## src/rtl/writeback_register_file_if.sv

```systemverilog
// Bundles the writeback, read-port and issue/scoreboard signals of writeback_register_file.
//   master : pipeline side. Drives the writeback request, the read indices and the issue request.
//            Receives the read data, stall and pending_mask.
//   slave  : register file side. This is the mirror image of master.
// Signals:
//   wb_valid, wb_mem_to_reg, wb_addr, data_from_memory_in, calc_data_in : MEM/WB writeback
//   rs1_addr, rs2_addr / rs1_data, rs2_data                             : decode read ports
//   issue_valid, issue_writes, issue_rd_addr / stall, pending_mask      : hazard scoreboard
interface writeback_register_file_if #(
    parameter int unsigned DATA_WIDTH = 16,
    parameter int unsigned NUM_REGS   = 16,
    parameter int unsigned ADDR_WIDTH = $clog2(NUM_REGS)
);
    logic                  wb_valid;
    logic                  wb_mem_to_reg;
    logic [ADDR_WIDTH-1:0] wb_addr;
    logic [DATA_WIDTH-1:0] data_from_memory_in;
    logic [DATA_WIDTH-1:0] calc_data_in;

    logic [ADDR_WIDTH-1:0] rs1_addr;
    logic [ADDR_WIDTH-1:0] rs2_addr;
    logic [DATA_WIDTH-1:0] rs1_data;
    logic [DATA_WIDTH-1:0] rs2_data;

    logic                  issue_valid;
    logic                  issue_writes;
    logic [ADDR_WIDTH-1:0] issue_rd_addr;
    logic                  stall;
    logic [NUM_REGS-1:0]   pending_mask;

    modport master (
        output wb_valid, wb_mem_to_reg, wb_addr, data_from_memory_in, calc_data_in,
        output rs1_addr, rs2_addr,
        output issue_valid, issue_writes, issue_rd_addr,
        input  rs1_data, rs2_data, stall, pending_mask
    );

    modport slave (
        input  wb_valid, wb_mem_to_reg, wb_addr, data_from_memory_in, calc_data_in,
        input  rs1_addr, rs2_addr,
        input  issue_valid, issue_writes, issue_rd_addr,
        output rs1_data, rs2_data, stall, pending_mask
    );
endinterface

```

## src/rtl/writeback_register_file.sv

```systemverilog
// Writeback stage and architectural register file with a pending-write scoreboard.
// - Selects the load data or the calculated data and commits it to the register file.
//   A writeback to register 0 is dropped.
// - Two combinational read ports. A writeback in the same cycle is bypassed to them.
// - Scoreboard bits are set when an instruction issues and cleared when its writeback lands.
//   When a source or destination is still in flight, stall is raised for the issuing instruction.
// Ports:
//   clk   : rising-edge clock
//   reset : asynchronous, active-high. Clears the registers and the scoreboard.
//   bus   : writeback_register_file_if.slave (writeback, read ports, issue/stall/pending_mask)
module writeback_register_file #(
    parameter int unsigned DATA_WIDTH = 16,
    parameter int unsigned NUM_REGS   = 16
) (
    input  logic                      clk,
    input  logic                      reset,
    writeback_register_file_if.slave  bus
);
    localparam int unsigned ADDR_WIDTH = $clog2(NUM_REGS);

    logic [DATA_WIDTH-1:0] regs_q [NUM_REGS];
    logic [DATA_WIDTH-1:0] regs_d [NUM_REGS];
    logic [NUM_REGS-1:0]   pending_q;
    logic [NUM_REGS-1:0]   pending_d;

    logic [DATA_WIDTH-1:0] wb_data;
    logic                  wb_we;
    logic                  rs1_hit;
    logic                  rs2_hit;
    logic [NUM_REGS-1:0]   clr;
    logic [NUM_REGS-1:0]   set;
    logic [NUM_REGS-1:0]   eff;
    logic                  stall;
    logic                  issue_ok;

    // Writeback select and commit enable
    always_comb begin
        wb_data = bus.wb_mem_to_reg ? bus.data_from_memory_in : bus.calc_data_in;
        wb_we   = bus.wb_valid && (bus.wb_addr != '0);
    end

    // Read ports. Every use of the writeback fields is gated by wb_valid, so X on the
    // idle writeback bus cannot reach the read data.
    always_comb begin
        rs1_hit = bus.wb_valid && (bus.wb_addr == bus.rs1_addr);
        rs2_hit = bus.wb_valid && (bus.wb_addr == bus.rs2_addr);

        if (bus.rs1_addr == '0) begin
            bus.rs1_data = '0;
        end else if (rs1_hit) begin
            bus.rs1_data = wb_data;
        end else begin
            bus.rs1_data = regs_q[bus.rs1_addr];
        end

        if (bus.rs2_addr == '0) begin
            bus.rs2_data = '0;
        end else if (rs2_hit) begin
            bus.rs2_data = wb_data;
        end else begin
            bus.rs2_data = regs_q[bus.rs2_addr];
        end
    end

    // Scoreboard clear and effective pending bits. A bit that is cleared this cycle
    // does not hazard, because the bypass already supplies its value.
    always_comb begin
        clr = '0;
        for (int unsigned i = 0; i < NUM_REGS; i++) begin
            clr[i] = bus.wb_valid && (bus.wb_addr == ADDR_WIDTH'(i));
        end
        eff = pending_q & ~clr;
    end

    // Hazard detection. Bit 0 of pending_q is never set, so register 0 cannot stall.
    always_comb begin
        stall = bus.issue_valid &&
                (eff[bus.rs1_addr] || eff[bus.rs2_addr] ||
                 (bus.issue_writes && eff[bus.issue_rd_addr]));
        issue_ok = bus.issue_valid && bus.issue_writes && !stall;
    end

    // Scoreboard next state. When set and clear hit the same register, set wins.
    always_comb begin
        set = '0;
        for (int unsigned i = 1; i < NUM_REGS; i++) begin
            set[i] = issue_ok && (bus.issue_rd_addr == ADDR_WIDTH'(i));
        end
        pending_d    = set | (pending_q & ~clr);
        pending_d[0] = 1'b0;
    end

    // Register file next state
    always_comb begin
        regs_d = regs_q;
        if (wb_we) begin
            regs_d[bus.wb_addr] = wb_data;
        end
        regs_d[0] = '0;
    end

    always_ff @(posedge clk or posedge reset) begin
        if (reset) begin
            for (int unsigned i = 0; i < NUM_REGS; i++) begin
                regs_q[i] <= '0;
            end
            pending_q <= '0;
        end else begin
            regs_q    <= regs_d;
            pending_q <= pending_d;
        end
    end

    assign bus.stall        = stall;
    assign bus.pending_mask = pending_q;

endmodule

```

## src/flat_wrapper.sv

```systemverilog
// flat-port wrapper written by rule: the top's interface ports become plain ports
module writeback_register_file_flat 
#(
    parameter int unsigned DATA_WIDTH = 16,
    parameter int unsigned NUM_REGS   = 16
)
  (clk, reset, bus_wb_valid, bus_wb_mem_to_reg, bus_wb_addr, bus_data_from_memory_in, bus_calc_data_in, bus_rs1_addr, bus_rs2_addr, bus_issue_valid, bus_issue_writes, bus_issue_rd_addr, bus_rs1_data, bus_rs2_data, bus_stall, bus_pending_mask);
  writeback_register_file_if #(.DATA_WIDTH(DATA_WIDTH), .NUM_REGS(NUM_REGS)) bus_i ();
  input  logic clk;
  input  logic reset;
  input wire logic [$bits(bus_i.wb_valid)-1:0] bus_wb_valid;
  input wire logic [$bits(bus_i.wb_mem_to_reg)-1:0] bus_wb_mem_to_reg;
  input wire logic [$bits(bus_i.wb_addr)-1:0] bus_wb_addr;
  input wire logic [$bits(bus_i.data_from_memory_in)-1:0] bus_data_from_memory_in;
  input wire logic [$bits(bus_i.calc_data_in)-1:0] bus_calc_data_in;
  input wire logic [$bits(bus_i.rs1_addr)-1:0] bus_rs1_addr;
  input wire logic [$bits(bus_i.rs2_addr)-1:0] bus_rs2_addr;
  input wire logic [$bits(bus_i.issue_valid)-1:0] bus_issue_valid;
  input wire logic [$bits(bus_i.issue_writes)-1:0] bus_issue_writes;
  input wire logic [$bits(bus_i.issue_rd_addr)-1:0] bus_issue_rd_addr;
  output wire logic [$bits(bus_i.rs1_data)-1:0] bus_rs1_data;
  output wire logic [$bits(bus_i.rs2_data)-1:0] bus_rs2_data;
  output wire logic [$bits(bus_i.stall)-1:0] bus_stall;
  output wire logic [$bits(bus_i.pending_mask)-1:0] bus_pending_mask;
  assign bus_i.wb_valid = bus_wb_valid;
  assign bus_i.wb_mem_to_reg = bus_wb_mem_to_reg;
  assign bus_i.wb_addr = bus_wb_addr;
  assign bus_i.data_from_memory_in = bus_data_from_memory_in;
  assign bus_i.calc_data_in = bus_calc_data_in;
  assign bus_i.rs1_addr = bus_rs1_addr;
  assign bus_i.rs2_addr = bus_rs2_addr;
  assign bus_i.issue_valid = bus_issue_valid;
  assign bus_i.issue_writes = bus_issue_writes;
  assign bus_i.issue_rd_addr = bus_issue_rd_addr;
  assign bus_rs1_data = bus_i.rs1_data;
  assign bus_rs2_data = bus_i.rs2_data;
  assign bus_stall = bus_i.stall;
  assign bus_pending_mask = bus_i.pending_mask;
  writeback_register_file #(.DATA_WIDTH(DATA_WIDTH), .NUM_REGS(NUM_REGS)) u_core (.clk(clk), .reset(reset), .bus(bus_i));
endmodule
```

## config.mk

```make
export PLATFORM = sky130hd
export DESIGN_NAME = writeback_register_file_flat
export DESIGN_NICKNAME = d
export VERILOG_FILES = /design/src/rtl/writeback_register_file_if.sv /design/src/rtl/writeback_register_file.sv /design/src/flat_wrapper.sv
export SDC_FILE = /design/constraint.sdc
export NUM_CORES = 1
export LEC_CHECK = 0
export CORE_MARGIN = 8
export CORE_UTILIZATION = 50
export CTS_BUF_LIST = sky130_fd_sc_hd__clkbuf_16
export DETAILED_ROUTE_END_ITERATION = 8
export GPL_TIMING_DRIVEN = 0
export PLACE_DENSITY = 0.7
export RECOVER_POWER = 100
export SYNTH_ARGS = -nofsm -noshare
export SYNTH_HDL_FRONTEND = slang
export SYNTH_SLANG_ARGS = --single-unit
```

## constraint.sdc

```tcl
create_clock -name clk -period 11.2 [get_ports clk]
set_clock_uncertainty 0.1 [all_clocks]
set_input_delay 3.36 -clock clk [delete_from_list [all_inputs] [get_ports clk]]
set_output_delay 3.36 -clock clk [all_outputs]
set_load 0.05 [all_outputs]
```

==> key figures, run 1 <==
Placement
  – Buffers on Ports: between 90 and 100
  – DP Area: approximately 16,000 µm²
  – DPL Wire Length: around 36,000 µm
  – Dpl ws: 0.222 ns
  – Final Wtd Congestion: around 0.9

Layout
  – # fillers: 2,403
  – Syn-to-layout area delta: 16.4%
  – Final Instance Area: between 15,000 and 20,000 µm²
  – Share of cells above drive strength 1: between 10% and 20%
  – Final net count: between 1,500 and 2,000

Global route
  – First-pass GRT wire length: 73,300 µm
  – Vias in the first global route: 12,200
  – Initial antenna violation count: 1
  – Global route overflow: 0
  – GRT Util Overall: roughly 28%
  – Largest net degree at the start of global routing: between 100 and 150

Clock network
  – Clock Sinks: approximately 260
  – Clk Latency, worst-skew pair: 0.56 ns
  – Post_cts resized: 0
  – Clk buf depth: 3
  – CTS clk-pin slew, worst paths: 0.06 ns
  – Post-CTS Setup Bufs: 0
  – CTS tree: yes
  – Root buffer cell: clkbuf_16
  – CTS Buf Count: 29
  – Hold_buf cts: 0
  – H-tree levels: 1

Synth
  – Mux cell area share after synthesis: between 20 and 25%
  – Syn Nets: approximately 1,400
  – Syn Area/Cell: between 10 and 15 µm²
  – Number of synthesized flops with an enable pin: 0
  – Post-synthesis compound-gate area fraction: around 16%
  – Post-synth top area share: ~45%
  – Synth area leader: dfrtp_1
  – Most used DFF post-synth: dfrtp_1
  – Adder-cell share of the synthesized area: 0%
  – Netlist cell types: 54
  – Post-synth top cells: 255 x dfrtp_1, 240 x nor2_1, 172 x a21oi_1, 109 x o21ai_0
  – Most common cell in the netlist: dfrtp_1
  – Simple-Gate Fraction of Synth Area: around an eighth
  – Synth warn: 0
  – Sequential area share after synthesis: roughly 45%
  – Xor/xnor share of the synthesized area: less than 1%
  – Synth top area cells: dfrtp_1 45%, mux4_2 17%, nor2_1 6.3%
  – FFs w/ async S/R, synth: 100%
  – Mapped Area: approximately 14,000 µm²
  – Largest family of logic cells by synthesized area: multiplexers
  – #FFs+latches synth: 255
  – Post-Synthesis Cells: about 1,400

STA
  – Worst Slack Setup Final: roughly 0.16 ns
  – Final hold violation count: 0
  – Worst Hold Margin: a little over 0.4 ns
  – Tmin final: around 11 ns
  – RSZ-0062 raised after global routing: false
  – Highest clock rate: ~0.09 GHz
  – Final setup violation count: 0
  – Pins Over Slew Limit: approximately 190
  – Final period utilization: 98.6%
  – Max-slew headroom: -226%
  – Slew @ Worst Pin: 4.86 ns

Drt
  – Post-route DRC: 0
  – Pre-Repair DR Iteration Count: 5
  – Final WL: just under 50,000 µm
  – Vias: ~12,000
  – Routed Antenna Nets: 0
  – Via/cell ratio: roughly 6.5
  – Wire per inst: ~25 µm
  – Initial DRC Count: about 1,500

Outcome
  – Status: finished with violations
  – Failing checks: capacitance limit, slew limit

Critical path
  – Max Fanout on Critical Path: 10
  – R2R Path End: u_core.bus.pending_mask[10]
  – Setup crit end: bus_rs2_data[10]
  – R2R Setup Slk: between 8 and 9 ns
  – CP Launch Type: input port
  – CP arrival: between 7 and 8 ns
  – Reg2reg start: u_core.bus.pending_mask[12]
  – Crit end category: primary output
  – Worst EP required: about 7.7 ns
  – Type of the worst setup path: in -> out
  – Setup crit start: bus_rs2_addr[0]
  – FF-to-FF path depth: 6

Floorplan
  – Core Footprint: around 28,000 µm²
  – Vert. Die Dim: around 180 µm
  – Initial core utilization: between 50% and 60%
  – # rows: 62
  – Die area: between 30,000 and 40,000 µm²
  – Die W: around 180 µm
  – IO Pins: between 100 and 150

Power and ir drop
  – Power Density: between 150 and 200 nW/µm²
  – Peak VDD IR: 0.127 mV
  – Leakage: roughly 6.7 nW

Job
  – Max-Cap Viols: 2

Min path
  – Tightest Hold Check Type: reg -> reg
## stage by stage
stage / power, mW / instances / setup TNS [ns] / util [%]
final: 3.20 / 1919 / 0 / 58.5
after global routing: 3.33 / 1918 / 0 / 58.5
after global placement: 2.21 / 1862 / -630.55 / 55.2
after CTS: 3.21 / 1918 / 0 / 58.7
after floorplan: 1.94 / 1386 / 0 / -
after detailed placement: 2.25 / 1864 / 0 / 55.4
## where the power goes
group	total, mW	internal [mW]	switching, mW
Sequential	1.31	1.14	0.176
Clock	0.961	0.562	0.399
Combinational	0.931	0.410	0.520
Total	3.20	2.11	1.10
## how the worst min path moves through the flow
stage	cells past startpoint	slack, ns	end	from
after floorplan	2	0.36	u_core.regs_q[112]	u_core.regs_q[112]
final	2	0.40	u_core.regs_q[49]	u_core.regs_q[49]
after global routing	2	0.43	u_core.regs_q[231]	u_core.regs_q[231]
after detailed placement	2	0.39	u_core.regs_q[49]	u_core.regs_q[49]
after CTS	2	0.41	u_core.regs_q[62]	u_core.regs_q[62]
after global placement	2	0.38	u_core.regs_q[186]	u_core.regs_q[186]
## layout make-up
type / instances / area (µm²) / share of cell area, %
plain buffers: 135 / 542 / 3.26
diodes: 1 / 2.50 / 0.0151
inverters: 8 / 31.3 / 0.188
clock buffers: 29 / 726 / 4.37
flip-flops and latches: 255 / 6380 / 38.4
repair buffers: 94 / 961 / 5.79
clock inverters: 25 / 228 / 1.37
multi-input cells: 988 / 7250 / 43.7
well taps: 384 / 480 / 2.89
## sequential cells by signal, indices dropped and copies added (netlist names)
name,cells
u_core.bus.pending_mask,15
u_core.regs_q,240
## critical path, stage by stage
cell             delay (ns)
clkdlybuf4s50_1        0.49
buf_2                  0.30
buf_2                  0.39
xnor2_1                0.16
nand2_1                0.08
nor4_2                 0.89
clkbuf_2               0.49
mux2_2                 0.38
nor2_1                 0.18
clkdlybuf4s50_1        0.84
## cell usage in the layout, fill, tap and decap left out, types with 5 or more instances in the layout
cell             instances
or3_1                   11
mux4_2                 106
nand2_1                106
o21ai_0                117
dlygate4sd3_1           45
nand2b_1                14
o221ai_1                16
xor2_1                   8
buf_2                   21
buf_1                    7
or2_2                    5
clkbuf_1               104
mux2i_1                 27
a221o_1                 14
clkinv_1                 7
mux2_2                  46
a22o_1                   7
a221oi_1                11
clkdlybuf4s50_1         47
o211ai_1                15
a211oi_1                 8
dfrtp_1                255
nor2_1                 240
clkbuf_16               29
inv_1                   13
nand4_1                  9
nand3_1                  9
a21oi_1                172
o2111ai_1                7
## per-layer routing
metal,wire [µm],vias to the layer above,track usage [%]
li1,-,5305,-
met1,19100,6181,38.5
met2,22400,848,44.5
met3,5590,110,6.59
met4,1500,0,8.48
met5,0,-,0
## cells by family (layout without fill, tap and decap cells)
logic type | Yosys count | count (layout)
and+or+nand+nor | 416 | 416
muxes | 179 | 179
AOI/OAI and AO/OA | 382 | 382
other | 1 | 2
DFF | 255 | 255
buffers and inverters | 143 | 291
xor gates and xnor gates | 10 | 10
No activity file was read; power rests on OpenSTA's default activity.
==> inputs of run 2 (changes only) <==
--- a/config.mk
+++ b/config.mk
@@ -7,10 +7,10 @@
 export LEC_CHECK = 0
 export CORE_MARGIN = 8
-export CORE_UTILIZATION = 50
+export CORE_UTILIZATION = 35
 export CTS_BUF_LIST = sky130_fd_sc_hd__clkbuf_16
 export DETAILED_ROUTE_END_ITERATION = 8
 export GPL_TIMING_DRIVEN = 0
-export PLACE_DENSITY = 0.7
 export RECOVER_POWER = 100
+export SLEW_MARGIN = 20
 export SYNTH_ARGS = -nofsm -noshare
 export SYNTH_HDL_FRONTEND = slang
--- a/constraint.sdc
+++ b/constraint.sdc
@@ -3,3 +3,3 @@
 set_input_delay 3.36 -clock clk [delete_from_list [all_inputs] [get_ports clk]]
 set_output_delay 3.36 -clock clk [all_outputs]
-set_load 0.05 [all_outputs]
+set_load 0.02 [all_outputs]
==> run 2 against run 1 <==
  * The run still ends with capacitance limit, slew limit left
  * Sequential share of layout area down 0.40 points
  * Die area grew 39%
  * Sequential cell count unchanged
  * Global-route usage is 6.5 points lower
==> key figures, run 2 (synthesis gave the netlist of run 1 again) <==
Outcome
  – Status: finished with violations
  – Failing checks: capacitance limit, slew limit

STA
  – Final setup violation count: 0
  – Worst Hold Margin: a little over 0.4 ns
  – Tmin final: between 10 and 15 ns
  – Highest clock rate: 0.0918 GHz
  – Max-slew headroom: -169%
  – Final hold violation count: 0
  – Pins Over Slew Limit: between 150 and 200
  – Worst Slack Setup Final: 0.304 ns
  – Final period utilization: slightly below 100%
  – Slew @ Worst Pin: approximately 4.0 ns
  – RSZ-0062 raised after global routing: false

Placement
  – Buffers on Ports: 92
  – DPL Wire Length: roughly 38,000 µm
  – Final Wtd Congestion: 0.945
  – Dpl ws: approximately 0.52 ns
  – DP Cell Count: 2,012

Layout
  – Non-Filler Instances: 2,067
  – Final net count: between 1,500 and 2,000
  – Reg with most FFs: u_core.regs_q
  – Commonest non-fill, non-tap cell in the layout: dfrtp_1
  – Commonest cells after routing, fill and taps aside: 255 x dfrtp_1, 240 x nor2_1, 172 x a21oi_1, 118 x o21ai_0
  – Max FFs per register: 240
  – Finished Core Util: around two fifths
  – Syn-to-layout area delta: 17.6%
  – Share of cells above drive strength 1: between 10% and 20%

Power and ir drop
  – Leakage: 6.67 nW
  – Sequential power share: a little over two fifths
  – P_sw: roughly 1.0 mW
  – Total power: roughly 3.1 mW
  – Power Density: 185 nW/µm²
  – P_int: about 2.1 mW
  – Peak VDD IR: around 0.13 mV
  – Logic pwr share: between 20% and 30%
  – Switching share of power: roughly a third
  – Clock Power Share: between 30% and 40%

Clock network
  – Post-CTS Setup Bufs: 0
  – Hold_buf cts: 0
  – Root buffer cell: clkbuf_16
  – CTS clk-pin slew, worst paths: around 0.06 ns
  – Clk buf depth: 3
  – CTS Buf Count: 30
  – Clock Sinks: approximately 260
  – Post_cts resized: 0
  – Clk Latency, worst-skew pair: 0.57 ns
  – H-tree levels: 1
  – CTS tree: yes

Drt
  – Initial DRC Count: 1,332
  – Uppermost layer routed: met5
  – Routed Antenna Nets: 0
  – Routed length on met3: 4950 µm
  – Wl on met1: around 21,000 µm
  – Final WL: about 52,000 µm
  – Via/cell ratio: 6.04
  – Wire per inst: about 25 µm
  – Post-route DRC: 0
  – Met2 routed WL: 24,900 µm
  – Pre-Repair DR Iteration Count: 5
  – Vias: 12,500

Min path
  – Hold Path Depth: 2
  – Tightest Hold Check Type: reg -> reg
  – HP Start: u_core.regs_q[185]
  – Hold EP: u_core.regs_q[185]

Global route
  – GRT Util Overall: ~22%
  – First-pass GRT wire length: roughly 80,000 µm
  – Vias in the first global route: approximately 13,000
  – Largest net degree at the start of global routing: 93
  – Global route overflow: 0
  – Initial antenna violation count: 3

Critical path
  – Crit end category: primary output
  – Max Fanout on Critical Path: 10
  – Worst EP required: 7.74 ns
  – CP Launch Type: input port
  – R2R Path End: u_core.bus.pending_mask[12]
  – Reg2reg start: u_core.bus.pending_mask[8]
  – CP arrival: between 7 and 8 ns
  – R2R Setup Slk: ~8.7 ns
  – FF-to-FF path depth: 7
  – Type of the worst setup path: in -> out

Floorplan
  – Initial core utilization: between 30% and 40%
  – Die W: about 220 µm
  – IO Pins: ~100
  – # rows: 74
  – Vert. Die Dim: roughly 220 µm
  – Core Footprint: just over 40,000 µm²
  – Die area: around 47,000 µm²

Job
  – Max-Cap Viols: 2
-- run 2: cell count changes in the layout (fill, tap and decap cells not counted), moves of 2 or more --
| cell | change |
|---|---|
| inv_1 | -7 |
| clkinv_2 | +5 |
| clkdlybuf4s50_1 | +2 |
| dlygate4sd3_1 | -2 |
| clkinv_1 | +2 |
| bufinv_16 | -2 |
-- run 2: layout make-up --
cell class                      instances  area, µm²
Multi-Input combinational cell        988       7260
Clock inverter                         24        180
Antenna cell                            1       2.50
Timing Repair Buffer                   94        958
Fill cell                            3943      23800
Sequential cell                       255       6380
Tap cell                              532        666
Inverter                                8       31.3
Clock buffer                           30        751
Buffer                                135        539
-- run 2: metrics by stage --
| step | cell area (µm²) | setup TNS (ns) |
|---|---|---|
| global placement | 15800 | -691.14 |
| global route | 16800 | 0 |
| detailed placement | 15900 | 0 |
| CTS | 16800 | 0 |
| floorplan | 14300 | 0 |
| finish | 16800 | 0 |
-- run 2: per-layer routing --
layer | global-route usage (%) | vias to the layer above
met5 | 0 | -
met4 | 7.48 | 4
met3 | 4.11 | 129
met2 | 35.2 | 691
met1 | 29.0 | 6348
li1 | - | 5303
-- run 2: how the worst max path moves through the flow --
stage                               start                           to  slack [ns]
after floorplan                     reset  u_core.bus.pending_mask[10]        0.73
after global placement              reset   u_core.bus.pending_mask[3]       -2.74
after detailed placement   bus_wb_addr[3]              bus_rs1_data[4]        0.52
after CTS                  bus_wb_addr[3]              bus_rs1_data[4]        0.49
after global routing      bus_rs2_addr[0]             bus_rs2_data[11]        0.24
final                      bus_wb_addr[3]              bus_rs1_data[4]        0.30
-- run 2: critical path, cell delays in order --
cell and delay [ns]:
dlygate4sd3_1 0.67, xor2_1 0.21, nor4_1 0.78, clkbuf_1 0.59, buf_2 0.35, nor2_1 0.08, a211oi_1 0.62, dlygate4sd3_1 0.78
-- run 2: power groups by stage --
stage          combinational (mW)  sequential (mW)  clock [mW]
6_report                    0.849             1.31       0.952
4_1_cts                     0.862             1.30       0.960
5_1_grt                     0.925             1.33       0.997
3_3_place_gp                0.837             1.30           0
3_5_place_dp                0.858             1.31           0
2_1_floorplan               0.586             1.27           0
==> inputs of run 3 (changes only) <==
- GPL_ROUTABILITY_DRIVEN: not set -> 0
==> run 3 against run 2 <==
  * The flow still finishes with violations (capacitance limit, slew limit)
  * Non-clock buffer count did not move
  * Final area rose by 0.27%
  * Register-to-register slack got worse by 0.09 ns
  * Die area did not move
  * Fmax rose by 0.44%
  * Sequential power barely moved
  * Via count barely moved
  * Critical endpoint is now bus_rs2_data[14]
  * Largest power group unchanged
==> key figures, run 3 (synthesis gave the netlist of run 1 again) <==
Clock network
  – Clk buf depth: 3
  – CTS tree: yes
  – CTS Buf Count: 30
  – Clock Sinks: approximately 260
  – Clk Latency, worst-skew pair: around 0.56 ns
  – Post-CTS Setup Bufs: 0
  – H-tree levels: 1
  – CTS clk-pin slew, worst paths: roughly 0.06 ns
  – Post_cts resized: 0
  – Hold_buf cts: 0
  – Root buffer cell: clkbuf_16

Global route
  – GRT Util Overall: 21.4%
  – Vias in the first global route: 12,500
  – Largest net degree at the start of global routing: 104
  – First-pass GRT wire length: 78,200 µm
  – Initial antenna violation count: 1
  – Global route overflow: 0

Layout
  – Reg area: around 6400 µm²
  – Max FFs per register: 240
  – Multi-input combinational cell area: around 7300 µm²
  – Finished Core Util: around two fifths
  – Commonest non-fill, non-tap cell in the layout: dfrtp_1
  – Final Instance Area: around 17,000 µm²
  – Syn-to-layout area delta: 18.0%
  – Reg with most FFs: u_core.regs_q
  – Share of cells above drive strength 1: about 15%
  – Final net count: around 1,600
  – Commonest cells after routing, fill and taps aside: 255 x dfrtp_1, 240 x nor2_1, 172 x a21oi_1, 118 x o21ai_0
  – # fillers: 3,909

Critical path
  – Reg2reg start: u_core.bus.pending_mask[6]
  – FF-to-FF path depth: 6
  – R2R Setup Slk: between 8 and 9 ns
  – Largest delay share family, worst path: buffers and inverters
  – Ordered cell list for the critical path: clkdlybuf4s50_1 -> buf_2 -> buf_2 -> xnor2_1 -> nand2_1 -> nor4_2 -> clkbuf_2 -> nor2_1 -> a211oi_1 -> clkdlybuf4s50_1
  – Max Fanout on Critical Path: 10
  – CP arrival: between 7 and 8 ns
  – CP Launch Type: input port
  – Crit end category: primary output
  – Setup crit start: bus_rs2_addr[0]
  – R2R Path End: u_core.bus.pending_mask[10]
  – CP max-delay cell: nor4_2
  – CP Buf/Inv Count: 5
  – Type of the worst setup path: in -> out
  – Worst EP required: between 7 and 8 ns
  – CP max stage delay: 0.94 ns

Job
  – Max-Cap Viols: 3

Drt
  – Final WL: about 52,000 µm
  – Vias: 12,500
  – Met2 routed WL: approximately 25,000 µm
  – Uppermost layer routed: met4
  – Initial DRC Count: approximately 1,500
  – Pre-Repair DR Iteration Count: 5
  – Via/cell ratio: approximately 6
  – Post-route DRC: 0
  – Routed length on met3: 5000 µm
  – Wire per inst: 24.9 µm
  – Routed Antenna Nets: 0
  – Wl on met1: approximately 20,000 µm

STA
  – RSZ-0062 raised after global routing: false
  – Fin Setup TNS: 0 ns
  – Worst Hold Margin: around 0.4 ns
  – Final period utilization: just under 100%
  – Final setup violation count: 0
  – Slew @ Worst Pin: approximately 4.6 ns
  – Final hold violation count: 0
  – Pins Over Slew Limit: between 200 and 300
  – Max-slew headroom: -208%
  – Tmin final: between 10 and 15 ns
  – Highest clock rate: between 0.09 and 0.1 GHz

Min path
  – HP Start: u_core.regs_q[54]
  – Hold EP: u_core.regs_q[54]
  – Tightest Hold Check Type: reg -> reg
  – Hold Path Depth: 2

Power and ir drop
  – Power Density: ~190 nW/µm²
  – Peak VDD IR: approximately 0.17 mV
  – Leakage: between 6 and 7 nW

Floorplan
  – # rows: 74
  – Core Footprint: a little over 40,000 µm²
  – Vert. Die Dim: 218 µm
  – IO Pins: 103
  – Initial core utilization: a little over a third
  – Die area: between 40,000 and 50,000 µm²
  – Die W: 218 µm

Outcome
  – Failing checks: capacitance limit, slew limit
  – Status: finished with violations

Placement
  – Buffers on Ports: 92
  – DPL Wire Length: 37,700 µm
  – DP Area: approximately 16,000 µm²
## run 3: worst max-delay path by stage
stage | to | cells after the start | slack (ns)
after floorplan | u_core.bus.pending_mask[10] | 1 | 0.73
after global placement | u_core.bus.pending_mask[3] | 2 | -2.73
after detailed placement | bus_rs1_data[4] | 8 | 0.58
after CTS | bus_rs1_data[4] | 8 | 0.54
after global routing | bus_rs2_data[14] | 10 | 0.21
final | bus_rs2_data[14] | 10 | 0.35
## run 3: routing by layer
metal,vias to the layer above,track usage (%)
li1,5310,-
met1,6323,28.6
met2,734,34.7
met3,113,3.33
met4,0,8.08
met5,-,0
## run 3: where the power goes
group	internal [mW]	switching (mW)	total, mW
Combinational	0.412	0.434	0.846
Clock	0.581	0.419	1.00
Sequential	1.14	0.172	1.31
## run 3: worst min-delay path, cell delays in order, from the launching register on
cell and delay (ns):
dfrtp_1 0.36, nand2_1 0.05, o21ai_0 0.06
## run 3: layout make-up
class,instances,share of cell area [%]
multi-input combinational,988,43.1
sequential,255,37.9
timing repair buffer,94,5.61
clock buffer,30,4.46
tap,532,3.96
buffer,135,3.21
clock inverter,25,1.47
inverter,8,0.186
antenna,1,0.0149
## run 3: through the flow
stage          power (mW)  cells  worst slack, ns
2_1_floorplan        1.86   1386            0.727
3_3_place_gp         2.13   2010            -2.73
3_5_place_dp         2.17   2012            0.577
4_1_cts              3.16   2067            0.541
5_1_grt              3.30   2067            0.210
6_report             3.15   2068            0.353
